===== config.mk =====
export PLATFORM = sky130hd
export DESIGN_NAME = ad80305_spi_arbiter
export DESIGN_NICKNAME = d
export VERILOG_FILES = /design/src/rtl/ad80305_spi_pkg.sv /design/src/rtl/ad80305_spi_arbiter_rr_arb2.sv /design/src/rtl/ad80305_spi_arbiter.sv
export SDC_FILE = /design/constraint.sdc
export NUM_CORES = 1
export LEC_CHECK = 0
export ABC_AREA = 1
export CAP_MARGIN = 0
export CORE_UTILIZATION = 35
export DETAILED_ROUTE_END_ITERATION = 7
export GPL_TIMING_DRIVEN = 1
export REMOVE_ABC_BUFFERS = 1
export SLEW_MARGIN = 20
export SYNTH_ARGS = -nofsm -noshare
export SYNTH_HDL_FRONTEND = slang
export SYNTH_SLANG_ARGS = --single-unit

===== constraint.sdc =====
create_clock -name i_fpga_clk_125p -period 3.1 [get_ports i_fpga_clk_125p]
set_input_delay 0.775 -clock i_fpga_clk_125p [delete_from_list [all_inputs] [get_ports i_fpga_clk_125p]]
set_output_delay 0.775 -clock i_fpga_clk_125p [all_outputs]
set_load 0.01 [all_outputs]

===== src/rtl/ad80305_spi_pkg.sv =====
// Purpose: shared types and constants for the AD80305 SPI command arbiter.
// Latency: n/a (types, constants and one pure helper function only).
// Backpressure: n/a.
//
// Contents: FSM state encoding, the latched command record, driver mode and
// status codes, and a saturating 8-bit increment used by the error counter.
package ad80305_spi_pkg;

    typedef enum logic [2:0] {
        ST_IDLE  = 3'd0,
        ST_ISSUE = 3'd1,
        ST_BUSY  = 3'd2,
        ST_DONE  = 3'd3,
        ST_GAP   = 3'd4
    } state_t;

    // One single-register access as handed to the driver.
    typedef struct packed {
        logic       wr;
        logic [1:0] chip;
        logic [9:0] addr;
        logic [7:0] data;
    } cmd_t;

    localparam logic [2:0] MOD_SINGLE  = 3'b000;
    localparam logic [7:0] RESULT_OK   = 8'd1;
    localparam logic [7:0] RESULT_BUSY = 8'd0;

    // Idle command register contents: chip code 3 selects no device.
    localparam cmd_t CMD_RESET = '{wr: 1'b0, chip: 2'b11, addr: 10'd0, data: 8'd0};

    function automatic logic [7:0] sat_inc8(input logic [7:0] v);
        return (v == 8'hFF) ? v : v + 8'd1;
    endfunction

endpackage


===== src/rtl/ad80305_spi_arbiter_rr_arb2.sv =====
// Purpose: two-way round-robin grant for the SPI command arbiter.
// Latency: grant is combinational from req; pointer moves one cycle after accept.
// Backpressure: none of its own; the caller gates grants into ready.
//
// Ports:
//   i_fpga_clk_125p / i_fpga_rst_125p : clock, async active-low reset
//   req[1:0]  : requester valids          accept : a granted request was taken
//   gnt[1:0]  : one-hot (or zero) grant
module rr_arb2
    import ad80305_spi_pkg::*;
(
    input  logic       i_fpga_clk_125p,
    input  logic       i_fpga_rst_125p,
    input  logic [1:0] req,
    input  logic       accept,
    output logic [1:0] gnt
);

    // Port id of the most recent accepted grant. Resetting to 1 lets port 0
    // win the very first tie.
    logic last_q;

    always_comb begin
        gnt = 2'b00;
        if (req[0] && (!req[1] || last_q)) begin
            gnt[0] = 1'b1;
        end else if (req[1]) begin
            gnt[1] = 1'b1;
        end
    end

    always_ff @(posedge i_fpga_clk_125p or negedge i_fpga_rst_125p) begin
        if (!i_fpga_rst_125p) begin
            last_q <= 1'b1;
        end else if (accept) begin
            last_q <= gnt[1];
        end
    end

endmodule


===== src/rtl/ad80305_spi_arbiter.sv =====
// Purpose: schedules single-register commands from two requesters onto the shared AD80305 SPI driver.
// Latency: enable rises 1 cycle after accept; response pulses 1 cycle after driver idle or timeout.
// Backpressure: ready only in IDLE for the granted port; requesters hold valid and fields until ready.
//
// Ports:
//   i_fpga_clk_125p, i_fpga_rst_125p        : clock, async active-low reset
//   i_reqN_valid/o_reqN_ready, i_reqN_wr/chip/addr/data : command ports 0 (config seq) and 1 (host)
//   o_rsp0_valid, o_rsp1_valid, o_rsp_rdata, o_rsp_err   : one-cycle completion per port
//   o_spi_rd_en/wr_en/mod_sel/chip_sel/addr/data         : driver command (enables are edge-detected)
//   i_spi_rw_result, i_spi_rw_data                       : driver status (1 idle, 0 busy) and read data
//   o_busy, o_err_cnt                                    : activity flag, saturating timeout count
module ad80305_spi_arbiter
    import ad80305_spi_pkg::*;
#(
    parameter int START_TO = 32,
    parameter int BUSY_TO  = 8191,
    parameter int GAP      = 4      // must be >= 3 so the driver's 2-flop edge detector sees low
)(
    input  logic        i_fpga_clk_125p,
    input  logic        i_fpga_rst_125p,

    input  logic        i_req0_valid,
    output logic        o_req0_ready,
    input  logic        i_req0_wr,
    input  logic [1:0]  i_req0_chip,
    input  logic [9:0]  i_req0_addr,
    input  logic [7:0]  i_req0_data,

    input  logic        i_req1_valid,
    output logic        o_req1_ready,
    input  logic        i_req1_wr,
    input  logic [1:0]  i_req1_chip,
    input  logic [9:0]  i_req1_addr,
    input  logic [7:0]  i_req1_data,

    output logic        o_rsp0_valid,
    output logic        o_rsp1_valid,
    output logic [7:0]  o_rsp_rdata,
    output logic        o_rsp_err,

    output logic        o_spi_rd_en,
    output logic        o_spi_wr_en,
    output logic [2:0]  o_spi_mod_sel,
    output logic [1:0]  o_spi_chip_sel,
    output logic [9:0]  o_spi_addr,
    output logic [7:0]  o_spi_data,
    input  logic [7:0]  i_spi_rw_result,
    input  logic [7:0]  i_spi_rw_data,

    output logic        o_busy,
    output logic [7:0]  o_err_cnt
);

    // One shared timer serves ISSUE, BUSY and GAP; BUSY_TO is the largest limit.
    localparam int TW = $clog2(BUSY_TO + 1);
    localparam logic [TW-1:0] START_LAST = TW'(START_TO - 1);
    localparam logic [TW-1:0] BUSY_LAST  = TW'(BUSY_TO - 1);
    localparam logic [TW-1:0] GAP_LAST   = TW'(GAP - 1);
    localparam logic [TW-1:0] TIMER_ONE  = TW'(1);

    state_t        state_q, nxt_state;
    logic [TW-1:0] timer_q, nxt_timer;
    cmd_t          cmd_q, nxt_cmd;
    logic          port_q, nxt_port;
    logic          rd_en_q, nxt_rd_en;
    logic          wr_en_q, nxt_wr_en;
    logic          rsp0_q, nxt_rsp0;
    logic          rsp1_q, nxt_rsp1;
    logic [7:0]    rdata_q, nxt_rdata;
    logic          err_q, nxt_err;
    logic [7:0]    err_cnt_q, nxt_err_cnt;
    logic          finish, fin_err;

    cmd_t          req0_cmd, req1_cmd, sel_cmd;
    logic [1:0]    arb_gnt;
    logic          idle;
    logic          accept;

    assign req0_cmd = '{wr: i_req0_wr, chip: i_req0_chip, addr: i_req0_addr, data: i_req0_data};
    assign req1_cmd = '{wr: i_req1_wr, chip: i_req1_chip, addr: i_req1_addr, data: i_req1_data};

    assign idle         = (state_q == ST_IDLE);
    assign o_req0_ready = idle & arb_gnt[0];
    assign o_req1_ready = idle & arb_gnt[1];
    assign accept       = o_req0_ready | o_req1_ready;
    assign sel_cmd      = arb_gnt[1] ? req1_cmd : req0_cmd;

    rr_arb2 u_arb (
        .i_fpga_clk_125p (i_fpga_clk_125p),
        .i_fpga_rst_125p (i_fpga_rst_125p),
        .req             ({i_req1_valid, i_req0_valid}),
        .accept          (accept),
        .gnt             (arb_gnt)
    );

    always_comb begin
        nxt_state   = state_q;
        nxt_timer   = timer_q;
        nxt_cmd     = cmd_q;
        nxt_port    = port_q;
        nxt_rd_en   = 1'b0;
        nxt_wr_en   = 1'b0;
        nxt_rsp0    = 1'b0;
        nxt_rsp1    = 1'b0;
        nxt_rdata   = 8'h00;
        nxt_err     = 1'b0;
        nxt_err_cnt = err_cnt_q;
        finish      = 1'b0;
        fin_err     = 1'b0;

        case (state_q)
            ST_IDLE: begin
                if (accept) begin
                    nxt_cmd   = sel_cmd;
                    nxt_port  = arb_gnt[1];
                    nxt_wr_en = sel_cmd.wr;
                    nxt_rd_en = !sel_cmd.wr;
                    nxt_timer = '0;
                    nxt_state = ST_ISSUE;
                end
            end
            ST_ISSUE: begin
                if (i_spi_rw_result == RESULT_BUSY) begin
                    // Driver has taken the edge; drop the enable so the next
                    // command can produce a fresh rising edge.
                    nxt_timer = '0;
                    nxt_state = ST_BUSY;
                end else if (timer_q == START_LAST) begin
                    finish  = 1'b1;
                    fin_err = 1'b1;
                end else begin
                    nxt_timer = timer_q + TIMER_ONE;
                    nxt_wr_en = cmd_q.wr;
                    nxt_rd_en = !cmd_q.wr;
                end
            end
            ST_BUSY: begin
                if (i_spi_rw_result == RESULT_OK) begin
                    finish = 1'b1;
                end else if (timer_q == BUSY_LAST) begin
                    finish  = 1'b1;
                    fin_err = 1'b1;
                end else begin
                    nxt_timer = timer_q + TIMER_ONE;
                end
            end
            ST_DONE: begin
                nxt_timer = '0;
                nxt_state = ST_GAP;
            end
            ST_GAP: begin
                if (timer_q == GAP_LAST) begin
                    nxt_state = ST_IDLE;
                end else begin
                    nxt_timer = timer_q + TIMER_ONE;
                end
            end
            default: begin
                nxt_state = ST_IDLE;
            end
        endcase

        // Response fields are registered on entry to DONE so they are valid
        // for exactly the DONE cycle.
        if (finish) begin
            nxt_state = ST_DONE;
            nxt_rsp0  = !port_q;
            nxt_rsp1  = port_q;
            nxt_err   = fin_err;
            nxt_rdata = (!fin_err && !cmd_q.wr) ? i_spi_rw_data : 8'h00;
            if (fin_err) begin
                nxt_err_cnt = sat_inc8(err_cnt_q);
            end
        end
    end

    always_ff @(posedge i_fpga_clk_125p or negedge i_fpga_rst_125p) begin
        if (!i_fpga_rst_125p) begin
            state_q   <= ST_IDLE;
            timer_q   <= '0;
            cmd_q     <= CMD_RESET;
            port_q    <= 1'b0;
            rd_en_q   <= 1'b0;
            wr_en_q   <= 1'b0;
            rsp0_q    <= 1'b0;
            rsp1_q    <= 1'b0;
            rdata_q   <= 8'h00;
            err_q     <= 1'b0;
            err_cnt_q <= 8'h00;
        end else begin
            state_q   <= nxt_state;
            timer_q   <= nxt_timer;
            cmd_q     <= nxt_cmd;
            port_q    <= nxt_port;
            rd_en_q   <= nxt_rd_en;
            wr_en_q   <= nxt_wr_en;
            rsp0_q    <= nxt_rsp0;
            rsp1_q    <= nxt_rsp1;
            rdata_q   <= nxt_rdata;
            err_q     <= nxt_err;
            err_cnt_q <= nxt_err_cnt;
        end
    end

    // Command fields come straight from cmd_q, which only loads in IDLE, so
    // they hold steady for the whole driver frame.
    assign o_spi_chip_sel = cmd_q.chip;
    assign o_spi_addr     = cmd_q.addr;
    assign o_spi_data     = cmd_q.data;
    assign o_spi_mod_sel  = MOD_SINGLE;
    assign o_spi_rd_en    = rd_en_q;
    assign o_spi_wr_en    = wr_en_q;
    assign o_rsp0_valid   = rsp0_q;
    assign o_rsp1_valid   = rsp1_q;
    assign o_rsp_rdata    = rdata_q;
    assign o_rsp_err      = err_q;
    assign o_busy         = !idle;
    assign o_err_cnt      = err_cnt_q;

endmodule


==> flow_metrics.tcl <==
set metrics [dict create \
    p_per_area_mw_per_mm2 673 \
    syn_area_mm2 0.00364 \
    ctsHoldBuffers 0 \
    finClkSkew_ns 0.0113 \
    crit_start "i_req0_valid" \
    min-delay-start "port_q" \
    critPathLaunchType "input pin" \
    cts_resized 0 \
    synth_warnings 0 \
    maxCapViolCount 0 \
    n_fill_cell 999 \
    setup_viol 0 \
    die_h_um 104 \
    cts.sinks 60 \
    place_congestion 0.808 \
    die_w_um 104 \
    antenna_cells 0 \
    rows 36 \
    wl_per_cell_um 12.6 \
    dieArea_mm2 0.0108 \
    drtIter0Drc 178 \
    drc 0 \
    yosysMostFrequentCell "nand2_1" \
    drt-total-wl_um 9070 \
    core_area_mm2 0.00991 \
    cts_tree "built" \
    hold_slack_ns 0.427 \
    fin_util_pct 49.2 \
    pin_count 109 \
    power_leakage_uw 0.00231 \
    drtPass1Iterations 5 \
    vias_per_cell 4.67 \
    hold_path.class "reg -> reg" \
    final.min_clock_period_ns 2.93 \
    areaGrowthSynthToFinish_pct 33.9 \
    crit_path_max_fanout 4 \
    cp.required_ns 2.32 \
    antenna_found_initial 0 \
    yosys-top-cells-area "dfrtp_1 39%, nand2_1 16%, nand3_1 5.8%, nor2_1 5.4%, inv_1 4.8%" \
    grt_overflow_total 0 \
    grt_start_max_net_pins 43 \
    postCtsSetupBuffers 0 \
    clockRootBuffer "clkbuf_8" \
    fin_nets 647 \
    numCtsBuffers 9 \
    grt_pass1_wl_um 15300 \
    rsz0062_at_grt "false" \
    grt_use_total_pct 17.4 \
    fin_tns_setup_ns 0 \
    yosysSeqAreaShare_pct 41.3 \
    syn_inst 499 \
    tightest_slew_ns 0.678 \
    synthArstFlopShare_pct 100 \
    htree_levels 3 \
    critical_path_class "in -> out" \
    synth_edf_count 0 \
    finalMaxSlewViolations 0 \
    synth_commonest_cells "158 x nand2_1, 57 x dfrtp_1, 52 x nor2_1" \
    ant_nets 0 \
    fmax_ghz 0.341 \
    ys_seq_elements 60 \
    relSlewSlack_pct 54.7 \
    synth.distinct_cells 29 \
    clkLatencyLatePin_ns 0.33 \
    dp_hpwl_um 6520 \
    synth_flop_cell "dfrtp_1" \
    syn_area_per_cell_um2 7.30 \
    hold_viol 0 \
    cts_buffer_depth 2 \
    io_buffers 105 \
    ir_drop_mv 0.331 \
    synth_top_area_share_pct 39.2 \
    finalCritPeriodShare_pct 94.6 \
    yosys.area.top_type "dfrtp_1" \
    num_vias 3363 \
    r2r-start "state_q[2]" \
    start_util_pct 36.8 \
    clkTransAtPathRegs_ns 0.06 \
    cp.arrival_ns 2.16 \
    grt_pass1_vias 3234 \
    status "finished, final reports clean" \
    total_power_uw 3280 \
    cp-end-kind "output pin" \
    layout-drive-gt1-share_pct 9.20 \
]
## stage by stage
step	area (um2)	instances	worst slack, ns
detailed placement	4640	704	0.172
global placement	4640	704	0.220
floorplan	3380	462	0.500
finish	4880	720	0.167
global route	4880	720	0.0635
CTS	4880	720	0.160
## worst max-delay path: stages
cell	delay (ns)
clkdlybuf4s50_1	0.45
inv_1	0.05
a21oi_1	0.12
nand2_1	0.09
inv_1	0.12
clkdlybuf4s50_1	0.55
## cells in the final DEF (no fill, tap or decap), drive strengths merged
cell             n
clkdlybuf4s50  104
o21bai           1
o21ai           11
clkinv           1
xor2             4
dfrtp           57
nor3b            8
xnor2            1
nand3           45
nand2          167
a31oi           20
nor2            65
bufinv           3
o22ai            1
conb             3
clkinvlp         1
dfstp            3
nand4           17
a21oi            2
nor3             2
ha               3
inv             53
clkbuf          10
buf              5
## final cells by class
class                           instances  area, um2  area share [%]
Multi-Input combinational cell        350       1680            34.5
Inverter                               52        195            4.00
Clock inverter                          6        111            2.28
Sequential cell                        60       1510            30.9
Clock buffer                           10        128            2.62
Timing Repair Buffer                  109       1090            22.3
Tap cell                              133        166            3.41
## report_power, final
part / total [uW] / internal (uW) / switching [uW]
Clock: 859 / 536 / 323
Sequential: 1120 / 993 / 122
Combinational: 1310 / 567 / 743
## routing by layer
| layer | GRT usage (%) | part of all wire, % | vias up |
|---|---|---|---|
| li1 | - | - | 1729 |
| met1 | 22.6 | 45 | 1531 |
| met2 | 28.4 | 48 | 97 |
| met3 | 4.07 | 6.2 | 6 |
| met4 | 5.61 | 0.94 | 0 |
| met5 | 0 | 0 | - |
## final timing paths
check	slack (ns)	end	depth (start not counted)
worst max-delay path	0.17	o_req0_ready	6
worst min-delay path	0.43	o_rsp0_valid	1
worst max register to register	0.84	o_err_cnt[2]	10
worst min register to register	0.43	o_rsp0_valid	1
max in group asynchronous	2.05	o_spi_rd_en	2
min in group asynchronous	0.44	o_spi_addr[9]	1
## cells by family (layout without fill, tap and decap cells)
logic type / Yosys count / after routing / synth area share, %
simple gates: 304 / 304 / 38.0
other cells: 1 / 3 / 0.103
flops: 60 / 60 / 41.3
compound gates: 35 / 35 / 5.60
buf+inv: 91 / 177 / 12.8
fa+ha+maj: 3 / 3 / 1.03
xor+xnor: 5 / 5 / 1.20
## flip-flops by register name, indices dropped and copies added, names as in the netlist
| name | flops |
|---|---|
| o_spi_rd_en | 1 |
| state_q | 3 |
| o_rsp1_valid | 1 |
| o_rsp0_valid | 1 |
| o_rsp_err | 1 |
| o_err_cnt | 8 |
| o_rsp_rdata | 8 |
| port_q | 1 |
| o_spi_wr_en | 1 |
| o_spi_addr | 10 |
| o_spi_chip_sel | 2 |
| cmd_q | 1 |
| timer_q | 13 |
| o_spi_data | 8 |
| u_arb.last_q | 1 |
(Power assumes the default switching activity.)
